### src/rtl/riscv_pkg.sv
// Shared encodings for the multi-cycle RV32 subset controller: FSM states,
// opcodes, datapath select codes and the bundled control-word type.
package riscv_pkg;

  typedef enum logic [3:0] {
    FETCH    = 4'd0,
    DECODE   = 4'd1,
    MEM_ADDR = 4'd2,
    MEM_RD   = 4'd3,
    MEM_WB   = 4'd4,
    MEM_WR   = 4'd5,
    EXECUTE  = 4'd6,
    ALU_WB   = 4'd7,
    BRANCH   = 4'd8
  } state_t;

  localparam logic [6:0] OP_LW  = 7'b0000011;
  localparam logic [6:0] OP_SW  = 7'b0100011;
  localparam logic [6:0] OP_R   = 7'b0110011;
  localparam logic [6:0] OP_BEQ = 7'b1100011;

  localparam logic [1:0] ALU_ADD   = 2'b00;
  localparam logic [1:0] ALU_SUB   = 2'b01;
  localparam logic [1:0] ALU_FUNCT = 2'b10;

  localparam logic [1:0] SRCA_PC    = 2'b00;
  localparam logic [1:0] SRCA_OLDPC = 2'b01;
  localparam logic [1:0] SRCA_REGA  = 2'b10;

  localparam logic [1:0] SRCB_REGB = 2'b00;
  localparam logic [1:0] SRCB_FOUR = 2'b01;
  localparam logic [1:0] SRCB_IMM  = 2'b10;

  localparam logic [1:0] RES_ALUOUT  = 2'b00;
  localparam logic [1:0] RES_MEMDATA = 2'b01;
  localparam logic [1:0] RES_ALU     = 2'b10;

  // Unqualified per-state control word; handshake/flag gating happens in the top.
  typedef struct packed {
    logic       pc_en;
    logic       ir_write;
    logic       iord;
    logic       mem_read;
    logic       mem_write;
    logic       reg_write;
    logic [1:0] alu_src_a;
    logic [1:0] alu_src_b;
    logic [1:0] result_src;
    logic [1:0] alu_op;
  } ctrl_t;

  function automatic logic is_legal_op(input logic [6:0] op);
    return (op == OP_LW) || (op == OP_SW) || (op == OP_R) || (op == OP_BEQ);
  endfunction

endpackage

### src/rtl/mc_out_dec.sv
// State-to-control-word decoder for the multi-cycle controller (pure combinational).
// pc_en/ir_write are raised unconditionally here; the top qualifies them.
module mc_out_dec
  import riscv_pkg::*;
(
  input  state_t state,
  output ctrl_t  ctrl
);

  always_comb begin
    ctrl = '0;
    unique case (state)
      FETCH: begin
        ctrl.mem_read   = 1'b1;
        ctrl.iord       = 1'b0;
        ctrl.ir_write   = 1'b1;
        ctrl.pc_en      = 1'b1;
        ctrl.alu_src_a  = SRCA_PC;
        ctrl.alu_src_b  = SRCB_FOUR;
        ctrl.alu_op     = ALU_ADD;
        ctrl.result_src = RES_ALU;
      end
      DECODE: begin
        // Branch target is computed speculatively into ALU-out.
        ctrl.alu_src_a = SRCA_OLDPC;
        ctrl.alu_src_b = SRCB_IMM;
        ctrl.alu_op    = ALU_ADD;
      end
      MEM_ADDR: begin
        ctrl.alu_src_a = SRCA_REGA;
        ctrl.alu_src_b = SRCB_IMM;
        ctrl.alu_op    = ALU_ADD;
      end
      MEM_RD: begin
        ctrl.iord     = 1'b1;
        ctrl.mem_read = 1'b1;
      end
      MEM_WB: begin
        ctrl.result_src = RES_MEMDATA;
        ctrl.reg_write  = 1'b1;
      end
      MEM_WR: begin
        ctrl.iord      = 1'b1;
        ctrl.mem_write = 1'b1;
      end
      EXECUTE: begin
        ctrl.alu_src_a = SRCA_REGA;
        ctrl.alu_src_b = SRCB_REGB;
        ctrl.alu_op    = ALU_FUNCT;
      end
      ALU_WB: begin
        ctrl.result_src = RES_ALUOUT;
        ctrl.reg_write  = 1'b1;
      end
      BRANCH: begin
        ctrl.alu_src_a  = SRCA_REGA;
        ctrl.alu_src_b  = SRCB_REGB;
        ctrl.alu_op     = ALU_SUB;
        ctrl.result_src = RES_ALUOUT;
        ctrl.pc_en      = 1'b1;
      end
      default: ctrl = '0;
    endcase
  end

endmodule

### src/rtl/mc_main_ctrl.sv
// Multi-cycle main control FSM for lw/sw/R-type/beq: state register, next-state
// logic, memory handshake and zero-flag gating, reset masking and retire counter.
module mc_main_ctrl
  import riscv_pkg::*;
#(
  parameter int CNT_W = 32
) (
  input  logic             clk,
  input  logic             rst,
  input  logic [6:0]       opcode,
  input  logic             mem_ready,
  input  logic             zero,
  output logic             pc_en,
  output logic             ir_write,
  output logic             iord,
  output logic             mem_read,
  output logic             mem_write,
  output logic             reg_write,
  output logic [1:0]       alu_src_a,
  output logic [1:0]       alu_src_b,
  output logic [1:0]       result_src,
  output logic [1:0]       alu_op,
  output logic             illegal_instr,
  output logic [CNT_W-1:0] instret,
  output logic [3:0]       state_o
);

  state_t           state_reg, state_next;
  logic [CNT_W-1:0] instret_reg;
  logic             retire;
  logic             illegal;
  ctrl_t            dec;

  mc_out_dec u_out_dec (
    .state (state_reg),
    .ctrl  (dec)
  );

  always_ff @(posedge clk) begin
    if (rst) begin
      state_reg   <= FETCH;
      instret_reg <= '0;
    end else begin
      state_reg <= state_next;
      if (retire) begin
        instret_reg <= instret_reg + CNT_W'(1);
      end
    end
  end

  always_comb begin
    state_next = state_reg;
    retire     = 1'b0;
    illegal    = 1'b0;
    unique case (state_reg)
      FETCH: begin
        if (mem_ready) state_next = DECODE;
      end
      DECODE: begin
        unique case (opcode)
          OP_LW, OP_SW: state_next = MEM_ADDR;
          OP_R:         state_next = EXECUTE;
          OP_BEQ:       state_next = BRANCH;
          default: begin
            state_next = FETCH;
            illegal    = 1'b1;
          end
        endcase
      end
      MEM_ADDR: begin
        state_next = (opcode == OP_SW) ? MEM_WR : MEM_RD;
      end
      MEM_RD: begin
        if (mem_ready) state_next = MEM_WB;
      end
      MEM_WB: begin
        state_next = FETCH;
        retire     = 1'b1;
      end
      MEM_WR: begin
        // Stores retire on the handshake cycle itself; there is no writeback step.
        if (mem_ready) begin
          state_next = FETCH;
          retire     = 1'b1;
        end
      end
      EXECUTE: begin
        state_next = ALU_WB;
      end
      ALU_WB: begin
        state_next = FETCH;
        retire     = 1'b1;
      end
      BRANCH: begin
        state_next = FETCH;
        retire     = 1'b1;
      end
      default: state_next = FETCH;
    endcase
  end

  logic pc_qual;

  always_comb begin
    pc_qual = 1'b1;
    if (state_reg == FETCH)  pc_qual = mem_ready;
    if (state_reg == BRANCH) pc_qual = zero;
  end

  // Reset masks every output in the same cycle, including a pending write strobe.
  always_comb begin
    pc_en         = ~rst & dec.pc_en & pc_qual;
    ir_write      = ~rst & dec.ir_write & mem_ready;
    iord          = ~rst & dec.iord;
    mem_read      = ~rst & dec.mem_read;
    mem_write     = ~rst & dec.mem_write;
    reg_write     = ~rst & dec.reg_write;
    alu_src_a     = rst ? 2'b00 : dec.alu_src_a;
    alu_src_b     = rst ? 2'b00 : dec.alu_src_b;
    result_src    = rst ? 2'b00 : dec.result_src;
    alu_op        = rst ? 2'b00 : dec.alu_op;
    illegal_instr = ~rst & illegal;
    instret       = rst ? '0 : instret_reg;
    state_o       = rst ? 4'd0 : state_reg;
  end

endmodule

### config.mk
export PLATFORM = sky130hd
export DESIGN_NAME = mc_main_ctrl
export DESIGN_NICKNAME = d
export VERILOG_FILES = /design/src/rtl/riscv_pkg.sv /design/src/rtl/mc_out_dec.sv /design/src/rtl/mc_main_ctrl.sv
export SDC_FILE = /design/constraint.sdc
export NUM_CORES = 1
export LEC_CHECK = 0
export ABC_AREA = 1
export ABC_CLOCK_PERIOD_IN_PS = 1700
export CAP_MARGIN = 10
export CORE_ASPECT_RATIO = 0.8
export CORE_MARGIN = 2
export CORE_UTILIZATION = 30
export DETAILED_ROUTE_END_ITERATION = 10
export PLACE_DENSITY_LB_ADDON = 0.15
export SLEW_MARGIN = 15
export SYNTH_ARGS = -nofsm -noshare
export SYNTH_HDL_FRONTEND = slang
export SYNTH_HIERARCHICAL = 1
export SYNTH_SLANG_ARGS = --single-unit
### constraint.sdc
create_clock -name clk -period 1.7 [get_ports clk]
set_input_delay 0.34 -clock clk [delete_from_list [all_inputs] [get_ports clk]]
set_output_delay 0.34 -clock clk [all_outputs]
set_load 0.005 [all_outputs]
==> metrics <==
Fin Hold WS 0.455 ns; Diodes inserted 0; Mapped Nets 491; Post-DP HPWL 5690 um; share of layout cells above drive strength 1 0.259; final WL 7860 um; ys flop type dfxtp_1; Mapped Avg Cell Area 5.46 um2; io pins 62; drt via density 4.51; total gr overflow 0; crit end category output port; Nets 598; pwr dens 435 nW/um2; register area 787 um2; Synth area leader dfxtp_1; fmax 0.586 GHz; total number of vias 3151; drt drc 0; RePlAce Congestion 0.859; wire length per cell 11.2 um; crit path launch type register; # hold bufs at CTS 0; Tcrit/Tclk final 1.00; sequential fraction of the synthesis area 0.276; HP Start instret_reg[0]; Mapped Area 2610 um2; gr usage total 0.165; R2R Setup Slk 0.11 ns; PortBufs 61; worst skew pair latency 0.30 ns; Die Width 108 um; CTS Sinks 36; initial antenna violation count 0; Post-synth top cells nor2_1 (126), nand2_1 (118), inv_1 (81), dfxtp_1 (36), nand3_1 (30); most used cell, CP nand2_1; Slew Viols, Final 0; CP Max Fanout 5; #FFs+latches synth 36; Largest register FFs 32; Syn-to-layout area delta 54.6%; top cells by area, synth dfxtp_1 (28%), nor2_1 (18%), nand2_1 (17%); die area 9480 um2; CP delay by family, top buffers and inverters; worst path bufs/invs 4; r2r endpoint instret_reg[12]; area occupied by multi-input gates 1610 um2; Core ar. 8480 um2; clock transition at the registers of the reported paths 0.08 ns; final count of hold timing violations 0; CP Class reg -> out; Seq pwr share 0.475; leakage 2.07 nW; DRT antenna net count 0; post-synth top area share 0.276; setup TNS -0.0120 ns; Max Cap Viol 0; CTS Buf Count 5; post-synthesis cell count 479; Worst Tran Pin Value 0.419 ns; Switching Share 0.270; Max IR drop VDD 0.232 mV; Min-Delay Path Class reg -> reg; Starting Density 0.308; Setup Skew 0.0113 ns; Worst Hold End instret_reg[0]; EDFF count, synth 0; worst path cell trace buf_6, buf_4, nor2_4, nand2_1, nand2_1, inv_1, nor2_1, buf_2; switching pwr 474 uW; most common cell in the synthesized netlist nor2_1; Initial DRC Count 130; Logic pwr share 0.142; global-route wire length before repair 12600 um; final setup violating endpoints 3; RR Startpoint state_reg[1]; largest net degree at the start of global routing 40; max incr delay on CP 0.37 ns; Worst slew margin 0.720; CTS Root Buffer Type clkbuf_8; Final min period 1.71 ns; Worst R2R Path Depth 11; fraction of registers with async set or reset after synthesis 0; synth warn 6; Clock Power Share 0.383; clock buffer depth 2; num rows 30; Die Ht 87.5 um; CP arrival 1.37 ns; fill count 936; drt pass-1 iters 5; CTS tree yes; status finished, violations left; P_int 1.28 mW; Worst Hold Depth 1; Slowest-stage cell, CP dfxtp_4; worst endpoint required time 1.36 ns; RSZ-0062 raised after global routing true; failing checks setup timing; vias in the first global route 2828; synth unique cells 25; final worst slack -0.00593 ns; H-Tree Depth 2
## worst max-delay path by stage
stage                   start              end  depth (start not counted)
3_3_place_gp        opcode[1]    illegal_instr                          7
5_1_grt          state_reg[0]     alu_src_a[0]                          8
6_report         state_reg[0]     alu_src_a[1]                          8
4_1_cts          state_reg[1]     alu_src_a[1]                          9
3_5_place_dp        opcode[1]    illegal_instr                          7
2_1_floorplan  instret_reg[0]  instret_reg[26]                          8
## routing by layer
layer / global-route usage / wire length, um / up-vias
li1: - / - / 1680
met1: 0.234 / 3950 / 1401
met2: 0.258 / 3420 / 63
met3: 0.0337 / 403 / 7
met4: 0.0373 / 83 / 0
met5: 0 / 0 / -
## cells in the final DEF (no fill, tap or decap), drive strengths merged
cell / instances
nor2: 133
nand2: 122
inv: 85
buf: 64
dfxtp: 36
nand3: 31
clkdlybuf4s50: 22
dlymetal6s2s: 17
a21oi: 17
o21ai: 16
nand4: 13
clkbuf: 11
dlygate4sd2: 5
nor3: 5
nand3b: 2
a31oi: 2
clkdlybuf4s15: 2
o211ai: 1
a211oi: 1
ha: 1
clkinvlp: 1
## through the flow
stage               setup WS [ns]  power, mW  instances  cell area (um2)   util
floorplan                   0.300      0.969        479             2610      -
global placement           -0.372       1.08        669             3560  0.420
detailed placement         -0.424       1.08        669             3560  0.420
CTS                       -0.0253       1.76        690             3790  0.446
global route              -0.0807       1.83        699             4040  0.476
finish                   -0.00593       1.76        699             4040  0.476
## kinds of logic after synthesis
kind of cell             count (synthesis)  share of synthesized area
adder cells (fa/ha/maj)                  1                    0.00479
buffers and inverters                   99                      0.154
flip-flops                              36                      0.276
AND/OR/NAND/NOR                        306                      0.492
AO/OA/AOI/OAI                           37                     0.0737
## timing repair
item | CTS | global route
buffers inserted | 13 | 9
pin swaps | 16 | 24
cloned | 0 | 2
endpoints found under the setup margin | 35 | 57
gates resized for setup | 107 | 70
## layout make-up
type | count | share of cell area
clock buffers | 7 | 0.0214
multi-input cells | 344 | 0.398
repair buffers | 114 | 0.269
flip-flops and latches | 36 | 0.195
clock inverters | 1 | 0.00186
inverters | 85 | 0.0802
well taps | 112 | 0.0347
## power by group through the flow
stage          Sequential [mW]  Clock, mW  Combinational, mW
6_report                 0.834      0.673              0.250
5_1_grt                  0.834      0.722              0.276
4_1_cts                  0.845      0.691              0.226
3_5_place_dp             0.868          0              0.214
3_3_place_gp             0.869          0              0.213
2_1_floorplan            0.871          0             0.0984
## worst register-to-register path: stages (launching register included)
cell	delay, ns
dfxtp_4	0.37
buf_6	0.13
buf_6	0.12
inv_4	0.05
nor2_2	0.03
nor2_1	0.12
nand2_2	0.12
nand2_8	0.15
buf_12	0.15
nand3_1	0.07
o21ai_1	0.13
nor2_1	0.05
No activity file was read; power rests on OpenSTA's default activity.
==> variant 1, RTL diff (same flow settings) <==
Set the parameter `CNT_W` to 16 (it was 32).
--- a/src/rtl/mc_main_ctrl.sv
+++ b/src/rtl/mc_main_ctrl.sv
@@ -3,7 +3,7 @@
 module mc_main_ctrl
   import riscv_pkg::*;
 #(
-  parameter int CNT_W = 32
+  parameter int CNT_W = 16
 ) (
   input  logic             clk,
   input  logic             rst,
Ports: changed (resized instret); port bits go from 62 to 46. No check against the original RTL was run, so the function may have changed too.
==> variant 1 against the unedited design <==
  * The run still ends with setup timing left
  * Setup slack got worse by 0.023 ns
  * Cell area decreased by 36%
  * Via count fell by 38%
  * Routed wire length down 43%
  * Total power is 33% lower
  * Synthesized area decreased by 37%
  * Maximum frequency fell by 1.3%
  * Sequential cell count shrank 16
  * Critical path type unchanged
  * Critical endpoint is now pc_en
  * Highest routed layer unchanged
==> variant 1: results (changes against the unedited design) <==
Logic synthesis
  – Synth top area share: 0.242 (was 0.276)
  – Synth area leaders: dfxtp_1 (24%), nand2_1 (16%), nor2_1 (14%), inv_1 (12%), nand3_1 (5.1%) (was dfxtp_1 (28%), nor2_1 (18%), nand2_1 (17%), inv_1 (12%), nand3_1 (5.7%))
  – Adder and majority gate portion of the synthesized area: 0.00757 (was 0.00479)
  – Syn_nets: 307 (was 491)
  – Sequential element share of the synthesized area: 0.242 (was 0.276)
  – Post-synthesis compound-gate area fraction: 0.0689 (was 0.0737)

Placement
  – Port-buffer cells: 45 (was 61)
  – Placer Congestion: 0.796 (was 0.859)

Outcome
  – Failing checks: setup timing (unchanged)
  – Status: finished, violations left (unchanged)

Finish
  – Reg area: 434 um2 (was 787 um2)
  – Layout clock area frac: 0.0277 (was 0.0232)
  – Seq cells: 20 (was 36)
  – Inverter count: 57 (was 85)
  – Layout Nets: 389 (was 598)
  – Non-CTS buffers: 87 (was 114)
  – Share of cells above drive strength 1: 0.330 (was 0.259)
  – Clock buffers: 3 (was 7)

Worst setup path
  – R2r setup slk: 0.13 ns (was 0.11 ns)
  – Reg2Reg Capture Point: instret_reg[5] (was instret_reg[12])
  – Critical-path maximum fanout: 3 (was 5)

STA
  – Post-route setup slack: -0.0286 ns (was -0.00593 ns)
  – # setup viols final: 2 (was 3)
  – Setup tns final: -0.0431 ns (was -0.0120 ns)
  – Hold Worst Slack: 0.480 ns (was 0.455 ns)

Detailed routing
  – Routed vias/inst: 4.41 (was 4.51)
  – Met3 Routed Length: 181 um (was 403 um)
  – Drt pass-1 iters: 4 (was 5)
  – DRT Wirelength: 4490 um (was 7860 um)
  – Met2 routed WL: 1940 um (was 3420 um)
  – Initial DRC count: 66 (was 130)
  – Wl on met1: 2350 um (was 3950 um)

Power
  – Lkg Pwr: 1.22 nW (was 2.07 nW)

GRT
  – GR Util All Layers: 0.150 (was 0.165)
  – Number of global-route vias before repair: 1653 (was 2828)

Clock tree
  – PostCTS Resize Cnt: 82 (was 107)
  – Htree depth: 1 (was 2)
  – Setup Fix Bufs, Post-CTS: 6 (was 13)
  – Clock latency at the later pin of the worst-skew pair: 0.26 ns (was 0.30 ns)
variant 1: cell types whose count changed in the layout (fill, tap and decap cells not counted), moves of 10 or more:
cell | unedited run | this run
nor2_1 | 116 | 56
nand2_1 | 112 | 66
inv_1 | 73 | 46
dlymetal6s2s_1 | 17 | 1
dfxtp_2 | 20 | 9
nand3_1 | 27 | 17
variant 1: kinds of logic after synthesis:
group / Yosys count
DFF: 20
adders and majority gates: 1
xor gates and xnor gates: 4
and+or+nand+nor: 183
AOI/OAI and AO/OA: 20
buffers and inverters: 67
variant 1: power groups by stage:
stage	registers [mW]	logic, mW	clock network (mW)
2_1_floorplan	0.486	0.0956	0
3_3_place_gp	0.487	0.198	0
3_5_place_dp	0.487	0.199	0
4_1_cts	0.471	0.207	0.495
5_1_grt	0.469	0.246	0.526
6_report	0.468	0.223	0.483
variant 1: per-stage QoR:
| step | instance area [um2] | cells | worst slack, ns |
|---|---|---|---|
| after global placement | 2360 | 427 | -0.384 |
| after detailed placement | 2360 | 427 | -0.400 |
| after floorplan | 1650 | 295 | 0.343 |
| final | 2580 | 441 | -0.0286 |
| after global routing | 2580 | 441 | -0.107 |
| after CTS | 2480 | 437 | -0.0833 |
variant 1: worst max path at each step:
stage,cells past startpoint,slack [ns],startpoint,to
CTS,6,-0.08,state_reg[1],pc_en
global placement,7,-0.38,opcode[1],illegal_instr
global route,7,-0.11,state_reg[2],illegal_instr
detailed placement,7,-0.40,opcode[1],illegal_instr
floorplan,5,0.34,state_reg[0],illegal_instr
finish,6,-0.03,state_reg[1],pc_en
variant 1: per-layer routing:
layer | GRT usage | up-vias
li1 | - | 1053
met1 | 0.227 | 855
met2 | 0.216 | 36
met3 | 0.0355 | 2
met4 | 0.0278 | 0
met5 | 0 | -
==> variant 2, RTL diff (same flow settings) <==
Without the edit above. Make the reset (`rst`) asynchronous in one clocked block.
--- a/src/rtl/mc_main_ctrl.sv
+++ b/src/rtl/mc_main_ctrl.sv
@@ -36,7 +36,7 @@
     .ctrl  (dec)
   );
 
-  always_ff @(posedge clk) begin
+  always_ff @(posedge clk or posedge rst) begin
     if (rst) begin
       state_reg   <= FETCH;
       instret_reg <= '0;
Formal check against the unedited RTL: no difference found for any inputs over 10 cycles, from zero or initial values and one cycle with rst high; that may be too few to reach the edited logic, so the function may still have changed.
==> variant 2 against the unedited design <==
  * The flow still finishes with violations (setup timing)
  * Routed wire length is 12% higher
  * Sequential cell count stayed put
  * Synthesized area is 1.8% higher
  * Register-to-register slack worse by 0.16 ns
  * Setup slack worse by 0.14 ns
  * Sequential share of layout area is 0.34 points higher
  * Clock skew is 0.0014 ns higher
  * Count of clock-buffer cells in the layout stayed put
  * Via count is 1.6% higher
  * Cell area is 13% higher
  * Cell count stayed put
  * Non-clock buffer count is 40 higher
  * First-iteration DRC count is 12% higher
  * Critical endpoint is now pc_en
  * Largest cell class unchanged
Power is not compared: it rests on default switching activity, and its combinational part moved more than twofold at a synthesized area within 25%.
==> variant 2: results (changes against the unedited design) <==
Clock tree
  – Clock latency at the later pin of the worst-skew pair: 0.30 ns (about the same)
  – Root buffer cell: clkbuf_8 (unchanged)

Logic synthesis
  – Syn_nets: 449 (was 491)
  – Syn_area_per_cell: 6.09 um2 (was 5.46 um2)
  – Synth area leaders: dfrtp_1 (34%), nand2_1 (16%), nor2_1 (14%), inv_1 (12%), nand3_1 (6.4%) (was dfxtp_1 (28%), nor2_1 (18%), nand2_1 (17%), inv_1 (12%), nand3_1 (5.7%))
  – Ys async rst share: 1.00 (was 0)
  – Commonest cells post-synth: nand2_1 (114), nor2_1 (100), inv_1 (83) (was nor2_1 (126), nand2_1 (118), inv_1 (81))
  – Main synth FF type: dfrtp_1 (was dfxtp_1)
  – Unique cell type count in the Yosys netlist: 25 (unchanged)
  – Sequential element share of the synthesized area: 0.339 (was 0.276)
  – Synth area leader: dfrtp_1 (was dfxtp_1)
  – Yosys warnings: 6 (unchanged)

Worst setup path
  – Critical-path maximum fanout: 4 (was 5)
  – Reg-to-Reg Start: state_reg[1] (unchanged)
  – Top Family by Delay on Critical Path: flip-flops (was buffers and inverters)
  – Crit. Startpoint: state_reg[0] (unchanged)
  – CP peak stage delay: 0.43 ns (was 0.37 ns)
  – Arr. time, crit path: 1.50 ns (was 1.37 ns)
  – Slowest CP cell: dfrtp_2 (was dfxtp_4)

Finish
  – Share of cells above drive strength 1: 0.336 (was 0.259)

Placement
  – Placement Setup Slack: -0.530 ns (was -0.424 ns)
  – Dpl cells: 640 (was 669)
  – Port-buffer cells: 61 (unchanged)
  – Placement Cell Area: 3690 um2 (was 3560 um2)
  – Placer Congestion: 0.844 (was 0.859)
  – DPL Wire Length: 5890 um (was 5690 um)

STA
  – Setup tns final: -1.32 ns (was -0.0120 ns)
  – # setup viols final: 26 (was 3)
  – Clk_skew: 0.0127 ns (was 0.0113 ns)
  – Worst-Margin Slew: 0.501 ns (was 0.419 ns)
  – Post-route setup slack: -0.142 ns (was -0.00593 ns)
  – Hold Fails Final Rpt: 0 (unchanged)

GRT
  – First-pass GRT wire length: 13400 um (was 12600 um)
  – GR Util All Layers: 0.176 (was 0.165)
  – Number of global-route vias before repair: 2862 (was 2828)
  – Largest net degree at the start of global routing: 37 (was 40)

Outcome
  – Failing checks: setup timing (unchanged)
  – Status: finished, violations left (unchanged)

Min path
  – Hold WC Path Type: input port to async pin (was register to register)

Detailed routing
  – Routed vias/inst: 4.58 (was 4.51)
  – DRT Wirelength: 8830 um (was 7860 um)
  – Initial DRC count: 146 (was 130)
  – Vias: 3202 (was 3151)
  – Drt pass-1 iters: 4 (was 5)
## variant 2: cell count changes after synthesis, sizes merged, moves of 2 or more
cell,unedited run,this run
dfrtp,0,36
dfxtp,36,0
nor2,133,107
a21oi,17,1
xor2,0,15
o21ai,16,2
nand2,122,114
buf,10,7
nand3,31,34
a31oi,2,0
inv,85,87
## variant 2: layout make-up
cell class	count	area, um2
Timing Repair Buffer	154	1470
Tap cell	112	140
Multi-Input combinational cell	302	1620
Clock inverter	1	7.51
Sequential cell	36	905
Inverter	87	338
Clock buffer	7	86.3
Fill cell	851	3990
## variant 2: kinds of logic after synthesis
kind of cell	after synthesis	synth area share
AOI/OAI and AO/OA	6	0.0146
xor gates and xnor gates	15	0.0494
adders and majority gates	1	0.00470
buffers and inverters	99	0.151
DFF	36	0.339
and+or+nand+nor	280	0.442
## variant 2: routing by layer
metal	vias up	global-route usage	routed length (um)
met2	74	0.285	4140
met4	0	0.0322	65
met1	1506	0.250	4250
met3	8	0.0309	376
met5	-	0	0
li1	1614	-	-
## variant 2: stage by stage
| stage | hold WS, ns | power, mW | util |
|---|---|---|---|
| after global placement | 0.483 | 4.08 | 0.431 |
| after global routing | 0.346 | 6.22 | 0.533 |
| after CTS | 0.311 | 5.29 | 0.485 |
| final | 0.300 | 5.74 | 0.533 |
| after detailed placement | 0.486 | 4.12 | 0.431 |
| after floorplan | 0.458 | 2.90 | - |
## variant 2: what timing repair did
item	4_1_cts	5_1_grt
pin swaps	31	58
hold buffers	0	0
setup buffers	29	22
endpoints found under the setup margin	45	72
gates resized for setup	122	84
hold endpoints to repair	0	0
gates cloned	2	3
## variant 2: final timing paths
path,end,slack [ns],depth (start not counted)
worst max-delay path,pc_en,-0.14,7
worst min-delay path,state_reg[0],0.30,3
worst max register to register,instret_reg[23],-0.05,13
worst min register to register,instret_reg[22],0.50,2
max in group asynchronous,state_reg[3],1.02,3
min in group clk,instret_reg[22],0.50,2
## variant 2: power by group through the flow
stage	sequential (mW)	clock, mW	combinational, mW
after floorplan	1.31	0	1.59
after global placement	1.34	0	2.75
after detailed placement	1.34	0	2.78
after CTS	1.28	0.679	3.33
after global routing	1.29	0.727	4.21
final	1.26	0.667	3.81
## variant 2: worst register-to-register path: stages, from the launching register on
cell and delay, ns:
dfrtp_2 0.44, buf_6 0.14, buf_6 0.11, inv_4 0.04
buf_6 0.09, nor2_4 0.03, nor2_1 0.09, nand2_1 0.09
nand2_4 0.11, buf_12 0.15, buf_8 0.14, nand3_2 0.08
nand2_2 0.08, nand2_1 0.05
